$ cat config.mk
export PLATFORM = sky130hd
export DESIGN_NAME = serial_request_deserializer
export DESIGN_NICKNAME = d
export VERILOG_FILES = /design/src/rtl/serial_request_deserializer.sv
export SDC_FILE = /design/constraint.sdc
export NUM_CORES = 1
export LEC_CHECK = 0
export CAP_MARGIN = 20
export CORE_ASPECT_RATIO = 1.25
export CORE_MARGIN = 2
export CORE_UTILIZATION = 30
export CTS_BUF_LIST = sky130_fd_sc_hd__clkbuf_16
export DETAILED_ROUTE_END_ITERATION = 6
export SYNTH_ARGS = -nofsm -noshare
export SYNTH_HDL_FRONTEND = slang
export SYNTH_SLANG_ARGS = --single-unit
export TNS_END_PERCENT = 50
$ cat constraint.sdc
create_clock -name clock -period 2.2 [get_ports clock]
set_input_delay 0.44 -clock clock [delete_from_list [all_inputs] [get_ports clock]]
set_output_delay 0.44 -clock clock [all_outputs]
set_load 0.02 [all_outputs]
$ cat src/rtl/serial_request_deserializer.sv
// Receive side of the 2-lane serial request link: assembles 2-bit beats into a request word and
// hands it to the cache core through a one-entry valid/ready register, flagging link errors.
module serial_request_deserializer #(
  parameter int unsigned WORD_WIDTH = 48,
  parameter int unsigned TIMEOUT    = 16
) (
  input  logic                  clock,
  input  logic                  reset,
  input  logic [1:0]            serial_data,
  input  logic [1:0]            serial_valid,
  output logic [WORD_WIDTH-1:0] word_out,
  output logic                  word_valid,
  input  logic                  word_ready,
  output logic                  overflow,
  output logic                  frame_error,
  input  logic                  clear_errors
);

  localparam int unsigned Beats = WORD_WIDTH / 2;
  localparam int unsigned CntW  = $clog2(Beats);
  localparam int unsigned IdleW = (TIMEOUT > 0) ? $clog2(TIMEOUT + 1) : 1;

  localparam logic [CntW-1:0]  LastBeat  = CntW'(Beats - 1);
  localparam logic [IdleW-1:0] IdleLimit = IdleW'(TIMEOUT - 1);

  typedef enum logic [0:0] {StIdle, StRecv} state_e;

  state_e                  state_q, state_d;
  logic [CntW-1:0]         count_q, count_d;
  logic [IdleW-1:0]        idle_q, idle_d;
  logic [WORD_WIDTH-1:0]   shift_q, shift_d;
  logic [WORD_WIDTH-1:0]   word_q, word_d;
  logic                    valid_q, valid_d;
  logic                    overflow_q, overflow_d;
  logic                    frame_error_q, frame_error_d;

  logic beat, mismatch;

  assign beat     = (serial_valid == 2'b11);
  assign mismatch = serial_valid[1] ^ serial_valid[0];

  always_comb begin
    state_d       = state_q;
    count_d       = count_q;
    idle_d        = idle_q;
    shift_d       = shift_q;
    word_d        = word_q;
    valid_d       = valid_q & ~word_ready;
    // Clear first so a set event in the same cycle takes priority.
    overflow_d    = overflow_q & ~clear_errors;
    frame_error_d = frame_error_q & ~clear_errors;

    if (beat) begin
      shift_d = {shift_q[WORD_WIDTH-3:0], serial_data};
      idle_d  = '0;
      if (state_q == StRecv && count_q == LastBeat) begin
        state_d = StIdle;
        count_d = '0;
        if (!valid_q || word_ready) begin
          word_d  = {shift_q[WORD_WIDTH-3:0], serial_data};
          valid_d = 1'b1;
        end else begin
          overflow_d = 1'b1;
        end
      end else begin
        state_d = StRecv;
        count_d = count_q + CntW'(1);
      end
    end else if (mismatch) begin
      state_d       = StIdle;
      count_d       = '0;
      idle_d        = '0;
      shift_d       = '0;
      frame_error_d = 1'b1;
    end else if (state_q == StRecv && TIMEOUT > 0) begin
      if (idle_q == IdleLimit) begin
        state_d       = StIdle;
        count_d       = '0;
        idle_d        = '0;
        shift_d       = '0;
        frame_error_d = 1'b1;
      end else begin
        idle_d = idle_q + IdleW'(1);
      end
    end
  end

  always_ff @(posedge clock or negedge reset) begin
    if (!reset) begin
      state_q       <= StIdle;
      count_q       <= '0;
      idle_q        <= '0;
      shift_q       <= '0;
      word_q        <= '0;
      valid_q       <= 1'b0;
      overflow_q    <= 1'b0;
      frame_error_q <= 1'b0;
    end else begin
      state_q       <= state_d;
      count_q       <= count_d;
      idle_q        <= idle_d;
      shift_q       <= shift_d;
      word_q        <= word_d;
      valid_q       <= valid_d;
      overflow_q    <= overflow_d;
      frame_error_q <= frame_error_d;
    end
  end

  assign word_out    = word_q;
  assign word_valid  = valid_q;
  assign overflow    = overflow_q;
  assign frame_error = frame_error_q;

endmodule

; ---- Word level (Yosys, flattened, before mapping)
; Cells that the tools add are included.
[totals]
ff_bits = 108
out_inout_bits = 51
elab_cells = 54
[op_classes]
n_bitwise = 6
n_eq_ne = 3
n_addsub = 2
reduce_logical = 7
n_mux = 28
[ops]
columns = op, count
row1 = 2-to-1 mux 46 bit, 4
row2 = 2-to-1 mux 5 bit, 9
row3 = 2-to-1 mux 1 bit, 15
row4 = adder 5 x 1 -> 5 bit (second input constant), 2
row5 = nonzero test 3 bit, 2
row6 = == test 5 x 4 -> 1 bit (second input constant), 1
row7 = == test 5 bit (second input constant), 1
row8 = bitwise AND 1 bit, 3
row9 = AND reduction 3 bit, 1
row10 = == test 2 bit (second input constant), 1
row11 = NOT 1 bit, 2
row12 = AND reduction 2 bit, 1
row13 = logical AND 1 bit, 1
row14 = zero test 1 bit, 1
row15 = logical OR 1 bit, 1
row16 = bitwise XOR 1 bit, 1

; ---- Depth between registers and ports, before layout
[depth]
ltp_word = 6
ltp_mapped = 8
ltp_nobuf = 6

; ---- Worst setup path after synthesis
; Ideal clock, no wire load.
[synth_timing]
path_kind = register to register
from = register count_q[0]
to = register word_q[27] (netlist: word_out[27])
setup_time_ps = 125
setup_slack_ps = 261
path_buffers = 2
stages_incl_launch_ff = 8
arrival_time_ps = 1814
required_time_ps = 2075
cell_sequence = dfrtp_1 -> ha_1 -> nand4_1 -> or3b_4 -> nor2b_4 -> buf_6 -> buf_12 -> mux2_4
[synth_via]
elab_chain_cells = 3
[synth_lines]
columns = item, line_no
row1 = start: declaration, 29  ; logic [CntW-1:0] count_q, count_d;
row2 = start signal: assignment, 100  ; count_q <= count_d;
row3 = == test 5 bit, 56  ; if (state_q == StRecv && count_q == LastBeat) begin
row4 = logical AND 1 bit, 56
row5 = AND reduction 3 bit (no line), n/a
row6 = end signal: assignment, 103  ; word_q <= word_d;
row7 = end: declaration, 32  ; logic [WORD_WIDTH-1:0] word_q, word_d;
; No other way between the ends.
; A chain may end at the register's enable or synchronous reset.

; ---- Final worst setup path
[layout_timing]
from = input port serial_valid[0]
to = register word_q[47] (netlist: word_out[47])
[layout_via]
elab_chain_cells = 2
[layout_lines]
columns = item, line_no
row1 = start: declaration, 10  ; input logic [1:0] serial_valid,
row2 = == test 2 bit, 39  ; assign beat = (serial_valid == 2'b11);
row3 = AND reduction 3 bit (no line), n/a
; No other way between the ends.

==> flow_summary.ini <==
[place]
port_buffers = 58
dp_slack_ns = -0.243
place_hpwl_um = 5560
routabilityCongestion = 0.713
place_area_um2 = 5240

[floorplan]
dieWidth_um = 112
die_h_um = 139
dieArea_um2 = 15700
design.core.area_um2 = 14300
start_util_pct = 30.7
row_count = 49
io_pins = 59

[finish]
final_cell_mix = 108 x dfrtp_1, 101 x nand2_1, 57 x clkdlybuf4s50_1
final_common_cell = dfrtp_1
fin_nets = 450
final_cell_area_um2 = 5550
antenna_cells = 0
drive_gt1_share_pct = 19.4
area_growth_pct = 26.3

[worst_setup_path]
worstSetupStartpointType = primary input
crit_arrival_ns = 2.31
crit_path_end_kind = flop
crit_required_ns = 2.43
crit_path_max_fanout = 19
worstSetupPathType = in -> reg

[synth]
async_reset_ff_share_pct = 100
synth-edff-count = 0
synth_ff_type = dfrtp_1
synth_warnings = 0
ys_seq_area_share_pct = 61.5
syn_nets = 388
syn_area_um2 = 4400
postSynthAreaPerCell_um2 = 11.7
synth_cell_type_count = 31
yosys_register_bits = 108
netlist_instances = 376

[routing]
highest_layer = met4
wirelength_um = 8220
dr.pass1.iters = 4
route.met3.wl_um = 283
vias = 2759
drt_iter0_markers = 149
wl_met1_um = 3880
routed-wl-met2_um = 3930
drc = 0
ant_nets = 0
viasPerCell = 4.44
wl_per_cell_um = 13.2

[clocking]
clkTransAtPathRegs_ns = 0.07
cts_resized = 0
clkLatencyLatePin_ns = 0.35
cts_made_buffers = 9
cts_buffer_depth = 2
cts_tree = yes
cts-root-buf = clkbuf_16
clock_sinks = 108
holdBufCountCts = 0
htreeDepth = 3
cts_setup_buffers = 0

[sta]
timing.final.max_slew_violations = 0
finalHoldViolCount = 0
clock_skew_ns = 0.00842
slew_headroom_pct = 75.3
timing.final.crit_share_pct = 94.3
timing.hold.ws_ns = 0.00556
fmax_mhz = 482
worstMarginPinSlew_ns = 0.371
setup_violations = 0
fin_crit_ns = 2.07
rsz0062_at_grt = no
fin_ws_ns = 0.126

[grt]
grt_max_degree = 61
grt_use_total_pct = 11.1
antenna_found_initial = 0
grt_pass1_vias = 2839
grt_pass1_wl_um = 14100
grt.overflow.total = 0

[pwr]
leakage_uw = 0.00248
ir_drop_v = 0.000349
p_per_area_nw_per_um2 = 701
power_uw = 3890

[worst_hold_path]
min_path_type = in -> async

[job]
drv_cap = 0

[status]
outcome = finished, final reports clean
[flip-flops by register name (all words and copies together) (netlist names)]
signal,cells
word_valid,1
idle_q,5
state_q,1
shift_q,46
frame_error,1
overflow,1
word_out,48
count_q,5
[per-layer routing]
metal	up-vias	track usage, %
li1	1382	-
met1	1324	14.6
met2	43	18.0
met3	10	2.53
met4	0	4.30
met5	-	0
[worst max-delay path, stage by stage]
cell and delay (ns):
clkdlybuf4s50_1 0.49, ha_2 0.21, or3b_4 0.40, nor2b_4 0.20, buf_12 0.21, mux2_2 0.35
[through the flow]
stage,TNS (ns),utilization [%],cells
floorplan,0,-,376
global placement,-13.16,36.5,605
detailed placement,-14.95,36.5,605
CTS,0,38.7,621
global route,0,38.7,621
finish,0,38.7,621
[synth_stat cells (3+ instances only)]
library cell	instances	area [µm²]
o31ai_1	3	22.5
nor2_1	3	11.3
mux2_4	20	300
ha_1	4	50.1
mux2_2	28	315
nor3_1	5	25.0
clkbuf_1	14	52.6
dfrtp_1	108	2700
buf_4	3	22.5
buf_2	3	15.0
inv_1	7	26.3
o21ai_0	52	260
nand2_1	101	379
a21oi_1	4	20.0
[kinds of logic (layout without fill, tap and decap cells)]
family          Yosys count  in the layout  synth area share, %
flops                   108            108                 61.5
compound gates           65             65                 8.08
buf+inv                  30             97                 3.81
mux                      48             48                 14.0
fa+ha+maj                 4              4                 1.14
xor+xnor                  1              1                0.199
simple gates            120            120                 11.3
[power breakdown]
| group | internal, µW | leakage (µW) | total (µW) | switching (µW) |
|---|---|---|---|---|
| Clock | 903 | 0.000150 | 1660 | 758 |
| Sequential | 2000 | 0.00150 | 2020 | 16.2 |
| Combinational | 70.6 | 0.000830 | 214 | 144 |
[final cells by class]
type,count,area [µm²]
Inverter,7,26.3
Sequential cell,108,2700
Tap cell,178,223
Timing Repair Buffer,74,748
Clock buffer,9,225
Clock inverter,7,85.1
Multi-Input combinational cell,238,1540
Fill cell,1413,8790
[worst paths after layout]
check / from / to / slack (ns) / depth (start not counted)
setup / recovery: serial_valid[0] / word_out[47]$_DFFE_PN0P_ / 0.13 / 6
hold / removal: reset / word_out[42]$_DFFE_PN0P_ / 0.006 / 1
setup reg to reg: count_q[0]$_DFFE_PN0P_ / word_out[47]$_DFFE_PN0P_ / 0.16 / 6
hold reg to reg: shift_q[44]$_DFFE_PN0P_ / shift_q[44]$_DFFE_PN0P_ / 0.50 / 2
max in group asynchronous: reset / count_q[0]$_DFFE_PN0P_ / 1.57 / 2
min in group clock: shift_q[44]$_DFFE_PN0P_ / shift_q[44]$_DFFE_PN0P_ / 0.50 / 2
No activity file was read; power rests on OpenSTA's default activity.
